<file path="src/rtl/vecgen_pkg.sv">
`default_nettype none
// +--------------------------------------------------------------------------+
// | Module      : vecgen_pkg                                                 |
// | Description : Shared widths and helper functions for the tile motion     |
// |               detector (tile geometry, luma, counter widths).            |
// | Revision    : 1.0                                                        |
// +--------------------------------------------------------------------------+
package vecgen_pkg;

   // Per-tile luma sum: 3600 pixels * 255 fits in 20 bits.
   localparam int ACC_W = 20;
   // Tile signature width.
   localparam int SIG_W = 8;

   // Size of one tile along an axis (caller checks divisibility).
   function automatic int tile_dim(input int total, input int count);
      return total / count;
   endfunction

   // Counter width for a range of v values, never narrower than one bit.
   function automatic int width_of(input int v);
      return (v > 1) ? $clog2(v) : 1;
   endfunction

   // Luma approximation Y = (R + 2G + B) >> 2.
   function automatic logic [7:0] luma(input logic [23:0] px);
      logic [9:0] s;
      s = {2'b00, px[23:16]} + {1'b0, px[15:8], 1'b0} + {2'b00, px[7:0]};
      return s[9:2];
   endfunction

endpackage
`default_nettype wire

</file>
<file path="src/rtl/vecgen_sigmem.sv">
`default_nettype none
// +--------------------------------------------------------------------------+
// | Module      : vecgen_sigmem                                              |
// | Description : Single-port tile signature RAM, synchronous read-first,    |
// |               one cycle read latency; maps onto a block RAM.             |
// | Revision    : 1.0                                                        |
// +--------------------------------------------------------------------------+
module vecgen_sigmem
   import vecgen_pkg::*;
#(
   parameter int DEPTH  = 256,
   parameter int ADDR_W = 8,
   parameter int DATA_W = SIG_W
) (
   input  logic              pclk,
   input  logic              i_en,
   input  logic              i_we,
   input  logic [ADDR_W-1:0] i_addr,
   input  logic [DATA_W-1:0] i_wdata,
   output logic [DATA_W-1:0] o_rdata
);

   logic [DATA_W-1:0] r_mem [DEPTH];

   // Read-first: the old signature comes out while the new one is stored.
   always_ff @(posedge pclk) begin
      if (i_en) begin
         o_rdata <= r_mem[i_addr];
         if (i_we) begin
            r_mem[i_addr] <= i_wdata;
         end
      end
   end

endmodule
`default_nettype wire

</file>
<file path="src/rtl/vecgen.sv">
`default_nettype none
// +--------------------------------------------------------------------------+
// | Module      : vecgen                                                     |
// | Description : Coarse per-tile motion detector. Sums luma over a GX x GY  |
// |               tile grid, compares each tile signature with the previous  |
// |               frame and strobes tile index plus motion flag.             |
// | Revision    : 1.0                                                        |
// +--------------------------------------------------------------------------+
module vecgen
   import vecgen_pkg::*;
#(
   parameter int H_ACTIVE      = 1280,
   parameter int V_ACTIVE      = 720,
   parameter int GX            = 16,
   parameter int GY            = 16,
   parameter int SUM_SHIFT     = 12,
   parameter int MOTION_THRESH = 16
) (
   input  logic                          pclk,
   input  logic                          rst,
   input  logic [23:0]                   s_pData,
   input  logic                          s_pVDE,
   input  logic                          s_pHSync,
   input  logic                          s_pVSync,
   output logic                          vec_we,
   output logic [width_of(GX*GY)-1:0]    vec_addr,
   output logic                          motion_detected
);

   localparam int TILE_W = tile_dim(H_ACTIVE, GX);
   localparam int TILE_H = tile_dim(V_ACTIVE, GY);
   localparam int ADDR_W = width_of(GX*GY);
   localparam int TX_W   = width_of(GX);
   localparam int TY_W   = width_of(GY);
   localparam int COL_W  = width_of(TILE_W);
   localparam int BL_W   = width_of(TILE_H);

   localparam logic [COL_W-1:0] c_COL_LAST = COL_W'(TILE_W - 1);
   localparam logic [TX_W-1:0]  c_TX_LAST  = TX_W'(GX - 1);
   localparam logic [TY_W-1:0]  c_TY_LAST  = TY_W'(GY - 1);
   localparam logic [BL_W-1:0]  c_BL_LAST  = BL_W'(TILE_H - 1);
   localparam logic [SIG_W-1:0] c_THRESH   = SIG_W'(MOTION_THRESH);

   if ((H_ACTIVE % GX) != 0) begin : g_bad_tile_w
      $error("vecgen: H_ACTIVE must be a multiple of GX");
   end
   if ((V_ACTIVE % GY) != 0) begin : g_bad_tile_h
      $error("vecgen: V_ACTIVE must be a multiple of GY");
   end

   // Sync inputs are reserved; timing comes from VDE alone.
   logic w_unused_sync;
   assign w_unused_sync = s_pHSync ^ s_pVSync;

   // Raster position, tracked as (tile column, column within tile).
   logic              r_vde_d;
   logic [COL_W-1:0]  r_col;
   logic [TX_W-1:0]   r_tx;
   logic              r_ovf;
   logic [BL_W-1:0]   r_bline;
   logic [TY_W-1:0]   r_ty;

   logic              w_line_end;
   logic              w_band_end;
   logic              w_frame_end;
   logic              w_pix_act;
   logic [7:0]        w_luma;

   assign w_line_end  = r_vde_d & ~s_pVDE;
   assign w_band_end  = w_line_end & (r_bline == c_BL_LAST);
   assign w_frame_end = w_band_end & (r_ty == c_TY_LAST);
   assign w_pix_act   = s_pVDE & ~r_ovf;
   assign w_luma      = luma(s_pData);

   // Raster counters: column/tile advance on active pixels, rows on line end.
   always_ff @(posedge pclk or negedge rst) begin
      if (!rst) begin
         r_vde_d <= 1'b0;
         r_col   <= '0;
         r_tx    <= '0;
         r_ovf   <= 1'b0;
         r_bline <= '0;
         r_ty    <= '0;
      end else begin
         r_vde_d <= s_pVDE;
         if (w_line_end) begin
            r_col <= '0;
            r_tx  <= '0;
            r_ovf <= 1'b0;
            if (w_band_end) begin
               r_bline <= '0;
               r_ty    <= (r_ty == c_TY_LAST) ? '0 : r_ty + TY_W'(1);
            end else begin
               r_bline <= r_bline + BL_W'(1);
            end
         end else if (w_pix_act) begin
            if (r_col == c_COL_LAST) begin
               r_col <= '0;
               if (r_tx == c_TX_LAST) begin
                  r_ovf <= 1'b1;
               end else begin
                  r_tx <= r_tx + TX_W'(1);
               end
            end else begin
               r_col <= r_col + COL_W'(1);
            end
         end
      end
   end

   // Per-column running sums plus the bank holding the finished band.
   logic [ACC_W-1:0] r_acc  [GX];
   logic [ACC_W-1:0] r_hold [GX];

   // Accumulate luma; at band end hand sums to the holding bank and restart.
   always_ff @(posedge pclk or negedge rst) begin
      if (!rst) begin
         for (int i = 0; i < GX; i++) begin
            r_acc[i]  <= '0;
            r_hold[i] <= '0;
         end
      end else begin
         for (int i = 0; i < GX; i++) begin
            if (w_band_end) begin
               r_hold[i] <= r_acc[i];
               r_acc[i]  <= '0;
            end else if (w_pix_act && (r_tx == TX_W'(i))) begin
               r_acc[i] <= r_acc[i] + ACC_W'(w_luma);
            end
         end
      end
   end

   // Emission walker over the held band.
   logic              r_emit;
   logic [TX_W-1:0]   r_etx;
   logic [TY_W-1:0]   r_ety;
   logic              r_emit_pv;
   logic              r_prev_valid;

   // Start a GX-long walk at each band end; previous frame becomes valid at frame end.
   always_ff @(posedge pclk or negedge rst) begin
      if (!rst) begin
         r_emit       <= 1'b0;
         r_etx        <= '0;
         r_ety        <= '0;
         r_emit_pv    <= 1'b0;
         r_prev_valid <= 1'b0;
      end else begin
         if (w_band_end) begin
            r_emit    <= 1'b1;
            r_etx     <= '0;
            r_ety     <= r_ty;
            // Sampled before the frame-end update so the last band of the
            // first frame still reports no motion.
            r_emit_pv <= r_prev_valid;
         end else if (r_emit) begin
            if (r_etx == c_TX_LAST) begin
               r_emit <= 1'b0;
            end else begin
               r_etx <= r_etx + TX_W'(1);
            end
         end
         if (w_frame_end) begin
            r_prev_valid <= 1'b1;
         end
      end
   end

   logic [ADDR_W-1:0] w_idx;
   logic [ACC_W-1:0]  w_hold_sel;
   logic [ACC_W-1:0]  w_shift;
   logic [SIG_W-1:0]  w_sig;
   logic [SIG_W-1:0]  w_prev;

   assign w_idx      = ADDR_W'(int'(r_ety) * GX + int'(r_etx));
   assign w_hold_sel = r_hold[r_etx];
   assign w_shift    = w_hold_sel >> SUM_SHIFT;
   assign w_sig      = (|w_shift[ACC_W-1:SIG_W]) ? '1 : w_shift[SIG_W-1:0];

   vecgen_sigmem #(
      .DEPTH  (GX*GY),
      .ADDR_W (ADDR_W),
      .DATA_W (SIG_W)
   ) u_sigmem (
      .pclk    (pclk),
      .i_en    (r_emit),
      .i_we    (r_emit),
      .i_addr  (w_idx),
      .i_wdata (w_sig),
      .o_rdata (w_prev)
   );

   // Stage aligned with the RAM read data.
   logic              r_s_vld;
   logic [ADDR_W-1:0] r_s_idx;
   logic [SIG_W-1:0]  r_s_sig;
   logic              r_s_pv;
   logic [SIG_W-1:0]  w_diff;

   assign w_diff = (r_s_sig > w_prev) ? (r_s_sig - w_prev) : (w_prev - r_s_sig);

   // Compare against the stored signature and register the strobe outputs.
   always_ff @(posedge pclk or negedge rst) begin
      if (!rst) begin
         r_s_vld         <= 1'b0;
         r_s_idx         <= '0;
         r_s_sig         <= '0;
         r_s_pv          <= 1'b0;
         vec_we          <= 1'b0;
         vec_addr        <= '0;
         motion_detected <= 1'b0;
      end else begin
         r_s_vld <= r_emit;
         r_s_idx <= w_idx;
         r_s_sig <= w_sig;
         r_s_pv  <= r_emit_pv;
         vec_we  <= r_s_vld;
         if (r_s_vld) begin
            vec_addr        <= r_s_idx;
            motion_detected <= r_s_pv & (w_diff > c_THRESH);
         end
      end
   end

endmodule
`default_nettype wire

</file>
<file path="config.mk">
export PLATFORM = sky130hd
export DESIGN_NAME = vecgen
export DESIGN_NICKNAME = d
export VERILOG_FILES = /design/src/rtl/vecgen_pkg.sv /design/src/rtl/vecgen_sigmem.sv /design/src/rtl/vecgen.sv
export SDC_FILE = /design/constraint.sdc
export NUM_CORES = 2
export LEC_CHECK = 0
export CAP_MARGIN = 20
export CELL_PAD_IN_SITES_DETAIL_PLACEMENT = 1
export CELL_PAD_IN_SITES_GLOBAL_PLACEMENT = 1
export CORE_MARGIN = 2
export CORE_UTILIZATION = 30
export CTS_CLUSTER_DIAMETER = 50
export DETAILED_ROUTE_END_ITERATION = 10
export GPL_ROUTABILITY_DRIVEN = 0
export MAX_ROUTING_LAYER = met4
export PLACE_DENSITY_LB_ADDON = 0.3
export SETUP_SLACK_MARGIN = 0.05
export SLEW_MARGIN = 20
export SYNTH_ARGS = -nofsm -noshare
export SYNTH_HDL_FRONTEND = slang
export SYNTH_HIERARCHICAL = 1
export SYNTH_SLANG_ARGS = --single-unit
export TNS_END_PERCENT = 30
</file>
<file path="constraint.sdc">
create_clock -name pclk -period 5.8 [get_ports pclk]
set_clock_uncertainty 0.05 [all_clocks]
set_input_delay 1.74 -clock pclk [delete_from_list [all_inputs] [get_ports pclk]]
set_output_delay 1.74 -clock pclk [all_outputs]
set_load 0.005 [all_outputs]
</file>
# == After elaboration in Yosys (flattened, before gate mapping) ==
# Memories as Yosys holds them, arrays and structs flattened. A register that Yosys moved wholly into a read port is not among the register bits.
# Index checks and enable logic that the tools add are counted.
# totals
ff_bits,702
ramBits,2048
input_bits,29
output_inout_bits,10
word_cells,207
memories,1
# classes
addsub,26
n_lt_le_gt_ge,3
n_eq_ne,21
mux,57
bitwise,8
reduce_logical,41
# memory_table
memory,depth,word_bits,read_ports,rd_clocked_by_memory_dff,wr,line_no,rtl
u_sigmem.r_mem,256,8,1,1,1,vecgen_sigmem.sv:23,logic [DATA_W-1:0] r_mem [DEPTH];
# ops
op,n
2-to-1 mux 20 bit,34
adder 20 x 8 -> 20 bit,16
binary-select mux 20 bit (select 4 bit),1
"== test 4 bit, second input constant",10
nonzero test 2 bit,20
2-to-1 mux 4 bit,8
2-to-1 mux 7 bit,3
"== test 4 x 3 -> 1 bit, second input constant",4
logical AND 1 bit,16
subtractor 8 bit,2
"adder 4 x 1 -> 4 bit, second input constant",3
adder 10 x 8 -> 10 bit,1
adder 8 x 9 -> 10 bit,1
2-to-1 mux 1 bit,9
adder 8 x 4 -> 8 bit,1
"== test 4 x 2 -> 1 bit, second input constant",2
"greater-than comparator 8 x 5 -> 1 bit, second input constant",1
greater-than comparator 8 bit,1
2-to-1 mux 8 bit,1
"adder 7 x 1 -> 7 bit, second input constant",1
"== test 7 bit, second input constant",1
"adder 6 x 1 -> 6 bit, second input constant",1
"== test 6 bit, second input constant",1
2-to-1 mux 6 bit,1
other kinds (9),17

# == Longest topological paths before layout ==
# logic_depth
word_depth,5
mapped_depth,19
ltp_nobuf,19

# == Modules after synthesis ==
# The synthesis kept the hierarchy.
# modules_own_cells
mod,n_inst,cells_each,area_per_inst_um2,seq_area_each_um2
vecgen_sigmem,1,3525,78363.9,61739.2
vecgen,1,2998,28451.0,12762.2

# == Least setup slack after synthesis ==
# Ideal clock, no wire load.
# synth_timing
path_type,input to register
from,input port s_pData[1]
to,register r_acc[276] in the netlist's numbering
setup_ns,0.132
arrival_time_ns,6.409
required_ns,5.618
slack_ns,-0.791
stages,17
n_path_buf,0
path_cell_list,inv_1 -> fa_1 -> nand3b_1 -> fa_1 -> nor2b_1 -> o21ai_0 -> nand2b_1 -> a21o_1 -> a21oi_1 -> xnor2_1 -> ha_1 -> a21o_1 -> or3_1 -> o21ai_1 -> and4b_1 -> xnor2_1 -> nor2_1
# synth_via
elab_chain_cells,4
# synth_lines
element,line_no,rtl
"start, declared",vecgen.sv:21,"input logic [23:0] s_pData,"
adder 10 x 8 -> 10 bit,vecgen_pkg.sv:28,"s = {2'b00, px[23:16]} + {1'b0, px[15:8], 1'b0} + {2'b00, px[7:0]};"
adder 20 x 8 -> 20 bit,vecgen.sv:128,r_acc[i] <= r_acc[i] + ACC_W'(w_luma);
2-to-1 mux 20 bit,vecgen.sv:127,end else if (w_pix_act && (r_tx == TX_W'(i))) begin
2-to-1 mux 20 bit,vecgen.sv:124,if (w_band_end) begin
"end signal, assigned by index",vecgen.sv:128,
"end, declared",vecgen.sv:112,logic [ACC_W-1:0] r_acc [GX];
# Every way passes these cells. The select of a mux whose other input is x is not followed.
# A chain may end at the register's enable or synchronous reset.

# == Worst setup path after layout ==
# layout_timing
from,input port s_pData[17]
to,register r_acc[115] in the netlist's numbering
# layout_via
elab_chain_cells,5
# layout_lines
element,line_no
adder 8 x 9 -> 10 bit,vecgen_pkg.sv:28
adder 10 x 8 -> 10 bit,vecgen_pkg.sv:28
adder 20 x 8 -> 20 bit,vecgen.sv:128
2-to-1 mux 20 bit,vecgen.sv:127
2-to-1 mux 20 bit,vecgen.sv:124
# Every way passes these cells. The select of a mux whose other input is x is not followed.

==> results by stage <==
Worst setup path:
- The cell count along the critical path is 21.
- The largest driver fanout on the critical path is 9.
- The data arrival time of the critical path is 6250 ps.
- The required time of the critical path is 6470 ps.
- Walking the worst path, the cells encountered are clkdlybuf4s50_1, inv_8, fa_1, nand3b_1, fa_2, nor2b_1, o21ai_0, nand2b_1, a21o_1, a21oi_1, buf_4, xnor2_4, buf_12, ha_1, o21ai_0, nand2b_1, a21oi_1, o41ai_2, nand2_1, xor2_1, nor2_1.
- The worst setup path is launched from a primary input.
- The family of cells with the greatest summed delay on the critical path is compound AO/OA/AOI/OAI gates.
- The logic depth of the worst register-to-register path is 7.
- For this design, the slowest cell found on the critical path is sky130_fd_sc_hd__o41ai_2.
- The sum of buffers and inverters on the critical path is 4.
- On the worst path, the slowest cell contributes a delay of 910 ps.
- The worst setup slack for register-to-register paths is 1280 ps.
- The category of the worst setup path capture point is a flip-flop.
- The type of the setup path with the least slack is primary input to flip-flop.

STA:
- Setup repair after global routing could not meet its margin everywhere.
- The final max-slew violation count came to 0.
- For the pin with the worst max-slew slack, the measured transition is 1150 ps.
- Setup violations remaining at the end of the flow were counted as 0.
- The share of the clock period used by the worst path after layout is 96.2%.
- The worst slew margin relative to its limit is 22.6%.
- The number of endpoints with negative hold slack in the final report is 0.
- The maximum operating frequency is 179 MHz.
- The time the worst path needs with I/O delays and setup is 5580 ps.

Status:
- The flow ran to the end, and the final reports show no timing, DRC or antenna violations.

Drt:
- The final routed DRC violation total is 0.
- The total length of routed wires is 292000 µm.
- The first detailed-routing pass took 6 iterations.
- After detailed routing, the average wire length per cell comes to 24.1 µm.
- The total vias in the final route is 60.4k.
- The via count normalized by instance count is 4.97.
- The number of violations reported at the end of detailed-routing iteration 0 is 4619.
- The detail route stage leaves a number of antenna-violating nets equal to 0.

Power and ir drop:
- Sequential cells account for 46.0% of the total power.
- In this run the power spent charging and discharging nets is 0.00970 W.
- The leakage power summed over all cells is 42.7 nW.
- The maximum resistive drop on vdd is 257 µV.
- In this run the power density over the cells is 337 nW/µm².
- The net switching share of the total power is 22.5%.
- Total power for the finished layout comes to 0.0431 W.
- Combinational logic is responsible for 7.4% of the overall power.
- The internal portion of the total power is 0.0334 W.
- The power share of the clock group is 46.5%.

Run:
- Across the run, the number of max-cap violations was 0.

Logic synthesis:
- After synthesis, the mean cell area works out to 16.4 µm².
- Summing every instance area after synthesis gives 107000 µm².
- The number of enable-type register cells in the synthesized netlist is 2056.
- sky130_fd_sc_hd__edfxtp_1 is the most common cell in the netlist.
- Synthesis instantiated 72 different standard cells from the library.
- The number of nets in the synthesized netlist is 6753.
- The synthesized design spends more area on one cell type than any other, namely sky130_fd_sc_hd__edfxtp_1.
- The register bit total from synthesis is 2566.
- For this run, the leading register cell type out of synthesis is sky130_fd_sc_hd__edfxtp_1.
- Synthesis produced 6523 cells.
- By count the netlist is led by sky130_fd_sc_hd__edfxtp_1 (2056), sky130_fd_sc_hd__nand2_1 (597), sky130_fd_sc_hd__mux4_2 (552).
- The fraction of post-synthesis cell area in the top cell type by area is 57.8%.
- Ranked by total cell area, the synthesized netlist is headed by sky130_fd_sc_hd__edfxtp_1 (58%), sky130_fd_sc_hd__dfrtp_1 (12%), sky130_fd_sc_hd__mux4_2 (12%).
- The fraction of synthesis flops using an asynchronous set or reset pin is 19.9%.
- For this run, the number of Yosys warnings is 6.
- Sequential cells were found to cover 69.7% of the synthesized design area.

Floorplanning:
- The initial utilization of the core area, before any placement, comes to 30.1%.
- The floorplan step defined a die boundary enclosing 361000 µm².
- Row generation in the floorplan step produced 219 rows.
- The die is 601 µm wide.
- The core region area is 355000 µm².
- Measured along the y axis, the die boundary spans 601 µm.
- The number of placed I/O pins is 39.

Place:
- The half-perimeter wire length of the detailed placement result is 182000 µm.
- The count of buffers inserted at the top-level ports is 36.
- The area after detailed placement is 117000 µm².

Final layout:
- The cell area after layout is 128000 µm².
- At the end of the flow, the number of nets in the layout was 7372.
- The filler cell count in the final layout is 36.2k.
- In the final layout, the share of cells above drive strength 1 is 23.3%.
- The area added between synthesis and finish is 19.7%.
- The area occupied by multi-input gates is 30800 µm².
- The sequential cells in the finished layout cover a total of 74500 µm².

Clock network:
- The maximum number of buffers from clock root to sink is 4.
- The number of clock sinks is 2566.
- The clock latency on the worst-skew pair is 930 ps.
- Counting the buffers created by CTS gives 321.
- The clock slew seen by the registers of the worst setup and hold paths is 60 ps.
- In this run, post-CTS hold repair placed 0 buffers.
- The cell sitting at the root of the clock tree is a sky130_fd_sc_hd__clkbuf_16.
- The H-tree generated during clock tree synthesis spans 5 levels.
- The CTS tree is done.

Global route:
- The overall fraction of global-route tracks in use is 16.4%.
- The initial antenna violation count is 8.
- The largest net degree at the start of global routing is 177.
- The first global-routing pass estimated 437000 µm of wire.
- The number of global-route vias before repair is 65.0k.
- The overall overflow remaining after global route is 0.

Min path:
- The tightest min-delay check is of the flip-flop to flip-flop type.
- The cell depth of the worst hold path is 0.
[timing repair]
action | CTS | global route
gates resized for setup | 0 | 7
endpoints found under the setup margin | 0 | 39
buffers inserted | 0 | 1
[layout make-up]
cell class / instances / area share, %
Antenna cell: 2 / 0.00392
Clock buffer: 384 / 6.69
Clock inverter: 196 / 1.63
Inverter: 103 / 0.311
Multi-Input combinational cell: 3519 / 24.1
Sequential cell: 2566 / 58.3
Tap cell: 4751 / 4.65
Timing Repair Buffer: 631 / 4.35
[logic make-up after synthesis]
kind of cell,after synthesis,synth area share (%)
buffers and inverters,438,1.69
AND/OR/NAND/NOR,1554,6.38
adder cells (fa/ha/maj),201,2.54
multiplexers,562,11.7
AO/OA/AOI/OAI,921,5.60
flip-flops,2566,69.7
XOR/XNOR,281,2.30
[flip-flops by register name (all words and copies together), names as in the netlist, 6 cells and up]
register / flops
vec_addr: 8
r_hold: 128
u_sigmem/r_mem: 2048
r_acc: 320
r_s_sig: 8
u_sigmem/o_rdata: 8
r_bline: 6
r_s_idx: 8
r_col: 7
[layer usage]
metal / GRT usage (%) / vias up / part of all wire, %
li1: - / 26574 / -
met1: 21.4 / 32242 / 44
met2: 26.8 / 1154 / 49
met3: 2.10 / 476 / 4.1
met4: 4.85 / 0 / 3.0
met5: - / - / 0
[power by group through the flow]
stage	sequential (W)	combinational [W]	clock [W]
6_report	0.0198	0.00320	0.0200
4_1_cts	0.0198	0.00325	0.0205
3_5_place_dp	0.0202	0.00323	0
2_1_floorplan	0.0202	0.00160	0
3_3_place_gp	0.0202	0.00311	0
5_1_grt	0.0198	0.00356	0.0212
[per-stage QoR]
| stage | setup slack (ps) | instances | hold WS, ps | utilization (%) | setup TNS, ps |
|---|---|---|---|---|---|
| floorplan | 5.19 | 6523 | 302 | - | 0 |
| global placement | -658 | 11568 | 317 | 33.0 | -92720 |
| detailed placement | -694 | 11568 | 323 | 33.0 | -103220 |
| CTS | 162 | 12148 | 343 | 36.0 | 0 |
| global route | 27.9 | 12152 | 356 | 36.0 | 0 |
| finish | 221 | 12152 | 345 | 36.0 | 0 |
[path summary, 6_finish.rpt]
check	start	end
hold / removal	r_emit_pv$_DFFE_PN0P_	r_s_pv$_DFF_PN0_
max in group asynchronous	rst	r_s_sig[5]$_DFF_PN0_
min in group asynchronous	rst	r_acc[101]$_DFFE_PN0P_
setup / recovery	s_pData[17]	r_acc[115]$_DFFE_PN0P_
setup reg to reg	r_etx[0]$_DFFE_PN0P_	u_sigmem/o_rdata[1]$_DFFE_PP_
hold reg to reg	r_emit_pv$_DFFE_PN0P_	r_s_pv$_DFF_PN0_
[layout by cell type (no fill, tap or decap), types with 35 or more instances in the layout]
cell / netlist / layout
sky130_fd_sc_hd__and3_1: 38 / 38
sky130_fd_sc_hd__nand4_1: 44 / 44
sky130_fd_sc_hd__nand2_1: 597 / 580
sky130_fd_sc_hd__nor3_1: 35 / 35
sky130_fd_sc_hd__dfrtp_1: 510 / 508
sky130_fd_sc_hd__xor2_1: 163 / 160
sky130_fd_sc_hd__mux4_2: 552 / 544
sky130_fd_sc_hd__buf_4: 13 / 537
sky130_fd_sc_hd__o21ai_0: 195 / 194
sky130_fd_sc_hd__ha_1: 175 / 175
sky130_fd_sc_hd__clkinv_2: 0 / 39
sky130_fd_sc_hd__clkbuf_1: 239 / 45
sky130_fd_sc_hd__xnor2_1: 118 / 115
sky130_fd_sc_hd__nor2_1: 523 / 520
sky130_fd_sc_hd__clkinv_1: 0 / 42
sky130_fd_sc_hd__a21o_1: 63 / 63
sky130_fd_sc_hd__buf_12: 0 / 56
sky130_fd_sc_hd__clkbuf_16: 0 / 330
sky130_fd_sc_hd__edfxtp_1: 2056 / 2056
sky130_fd_sc_hd__nand3_1: 154 / 154
sky130_fd_sc_hd__a21oi_1: 232 / 231
sky130_fd_sc_hd__inv_1: 103 / 100
sky130_fd_sc_hd__a22oi_1: 258 / 258
sky130_fd_sc_hd__clkdlybuf4s50_1: 0 / 35
(Power assumes the default switching activity.)
==> RTL edit (config.mk and constraints unchanged) <==
The output `vec_we` loses its register stage (`vec_we` becomes a continuous assignment).
--- a/src/rtl/vecgen.sv
+++ b/src/rtl/vecgen.sv
@@ -208,5 +208,4 @@
          r_s_sig         <= '0;
          r_s_pv          <= 1'b0;
-         vec_we          <= 1'b0;
          vec_addr        <= '0;
          motion_detected <= 1'b0;
@@ -216,5 +215,4 @@
          r_s_sig <= w_sig;
          r_s_pv  <= r_emit_pv;
-         vec_we  <= r_s_vld;
          if (r_s_vld) begin
             vec_addr        <= r_s_idx;
@@ -224,4 +222,6 @@
    end
 
+   assign vec_we = r_s_vld;
+
 endmodule
 `default_nettype wire
Formal check against the unedited RTL: same outputs for any inputs over 4 cycles, from zero or initial values and one cycle with rst low; that may be too few to reach the edited logic, so the function may still have changed.
==> RTL edit against the original RTL <==
- sequential cell count fell by 1
- area after synthesis barely moved
- die area barely moved
- combinational power barely moved
- wire length rose by 0.29%
- design area fell by 0.77%
- worst setup slack improved by 95 ps
- total power fell by 1.4%
==> RTL edit: results (changes against the original RTL) <==
[setup_path]
r2r_slack_ps = 1290
cp_slowest_cell = clkdlybuf4s50_1
cpPeakStageDelay_ps = 570  ; -340 ps
timing.rr.end = u_sigmem/o_rdata[0]$_DFFE_PP_
crit_arrival_ps = 6120  ; -130 ps
reg2regPathDepth = 8  ; +1

[synth]
yosysSeqAreaShare = 0.697  ; about the same
synth_adder_area_share = 0.0254  ; about the same
synth_compound_area_frac = 0.0560  ; about the same
synth_commonest_cells = edfxtp_1, nand2_1, mux4_2
synth-xor-area-share = 0.0230  ; about the same
syn_nets = 6752  ; -0.015%
synthArstFlopShare = 0.198  ; -0.000312

[power_and_ir_drop]
peakVddDrop_uv = 269  ; +4.7%
p_int_mw = 32.9  ; -1.3%
leakagePower_nw = 42.1  ; -1.2%

[layout]
regArea_sq_um = 74500  ; about the same
drive_gt1_frac = 0.223  ; -0.0100
fin_nets = 7297  ; -1.0%

[timing]
tightest_slew_ps = 1200  ; +54.6 ps

[cts]
numCtsBuffers = 310  ; -3.4%

[routing]
wl_per_cell_um = 24.3  ; +1.0%
vias = 60400  ; -0.088%
drtIter0Drc = 4976  ; +7.7%
firstDrtPassIters = 7  ; +1

[placement]
dp_hpwl_mm = 180  ; -1.1%
placed_cell_area_sq_um = 117000  ; -0.46%

[global_route]
grt_max_degree = 160  ; -9.6%
grt_pass1_vias = 64900  ; -0.017%
grt_use_total = 0.166  ; +0.00174
antenna_found_initial = 6  ; -2
grt_pass1_wl_mm = 441  ; +0.78%

[outcome]
status = completed

RTL edit: critical path, delay by kind of cell:
kind | cells | cell delay (ps)
fa+ha+maj | 3 | 1110
simple gates | 6 | 990
xor+xnor | 2 | 280
buf+inv | 6 | 1270
compound gates | 5 | 710
RTL edit: area by class of cell:
class / instances / area share
diodes: 1 / 0.0000197
clock buffers: 373 / 0.0648
clock inverters: 181 / 0.0154
inverters: 103 / 0.00314
multi-input cells: 3519 / 0.243
flip-flops and latches: 2565 / 0.587
well taps: 4751 / 0.0469
repair buffers: 568 / 0.0399
RTL edit: worst max-delay path by stage:
stage,start,cells after the start,end,slack [ps]
2_1_floorplan,s_pData[17],15,r_acc[118]$_DFFE_PN0P_,5
3_3_place_gp,s_pData[17],21,r_acc[136]$_DFFE_PN0P_,-710
3_5_place_dp,s_pData[17],21,r_acc[136]$_DFFE_PN0P_,-640
4_1_cts,s_pData[17],21,r_acc[136]$_DFFE_PN0P_,230
5_1_grt,s_pData[17],18,r_acc[170]$_DFFE_PN0P_,60
6_report,s_pData[17],22,r_acc[159]$_DFFE_PN0P_,320
RTL edit: power by group through the flow:
| stage | logic [mW] | clock network [mW] | registers [mW] |
|---|---|---|---|
| finish | 3.20 | 19.4 | 19.8 |
| global route | 3.54 | 20.6 | 19.8 |
| CTS | 3.25 | 19.9 | 19.8 |
| detailed placement | 3.22 | 0 | 20.2 |
| global placement | 3.10 | 0 | 20.2 |
| floorplan | 1.60 | 0 | 20.2 |
RTL edit: timing repair:
action	in CTS	in global routing
resized for setup	0	6
hold buffers	0	0
buffers inserted	0	0
setup endpoints to repair	0	26
endpoints found under the hold margin	0	0
RTL edit: per-stage QoR:
step	hold WS (ps)	total power, mW	std cells	setup WS (ps)
5_1_grt	304	44.0	12100	55.1
2_1_floorplan	304	21.8	6522	5.19
4_1_cts	305	43.0	12100	228
3_3_place_gp	320	23.3	11500	-712
3_5_place_dp	313	23.4	11500	-637
6_report	309	42.5	12100	317
RTL edit: logic make-up after synthesis:
logic type / count (synthesis)
and+or+nand+nor: 1554
adders and majority gates: 201
AOI/OAI and AO/OA: 921
DFF: 2565
buffers and inverters: 438
xor gates and xnor gates: 281
muxes: 562
RTL edit: layer usage:
metal / vias to the layer above / part of all wire / routed length, um / track usage
met3: 405 / 0.047 / 13900 / 0.0222
met1: 32200 / 0.44 / 129000 / 0.222
li1: 26400 / - / - / -
met4: 0 / 0.026 / 7480 / 0.0423
met5: - / 0 / 0 / -
met2: 1369 / 0.49 / 143000 / 0.268
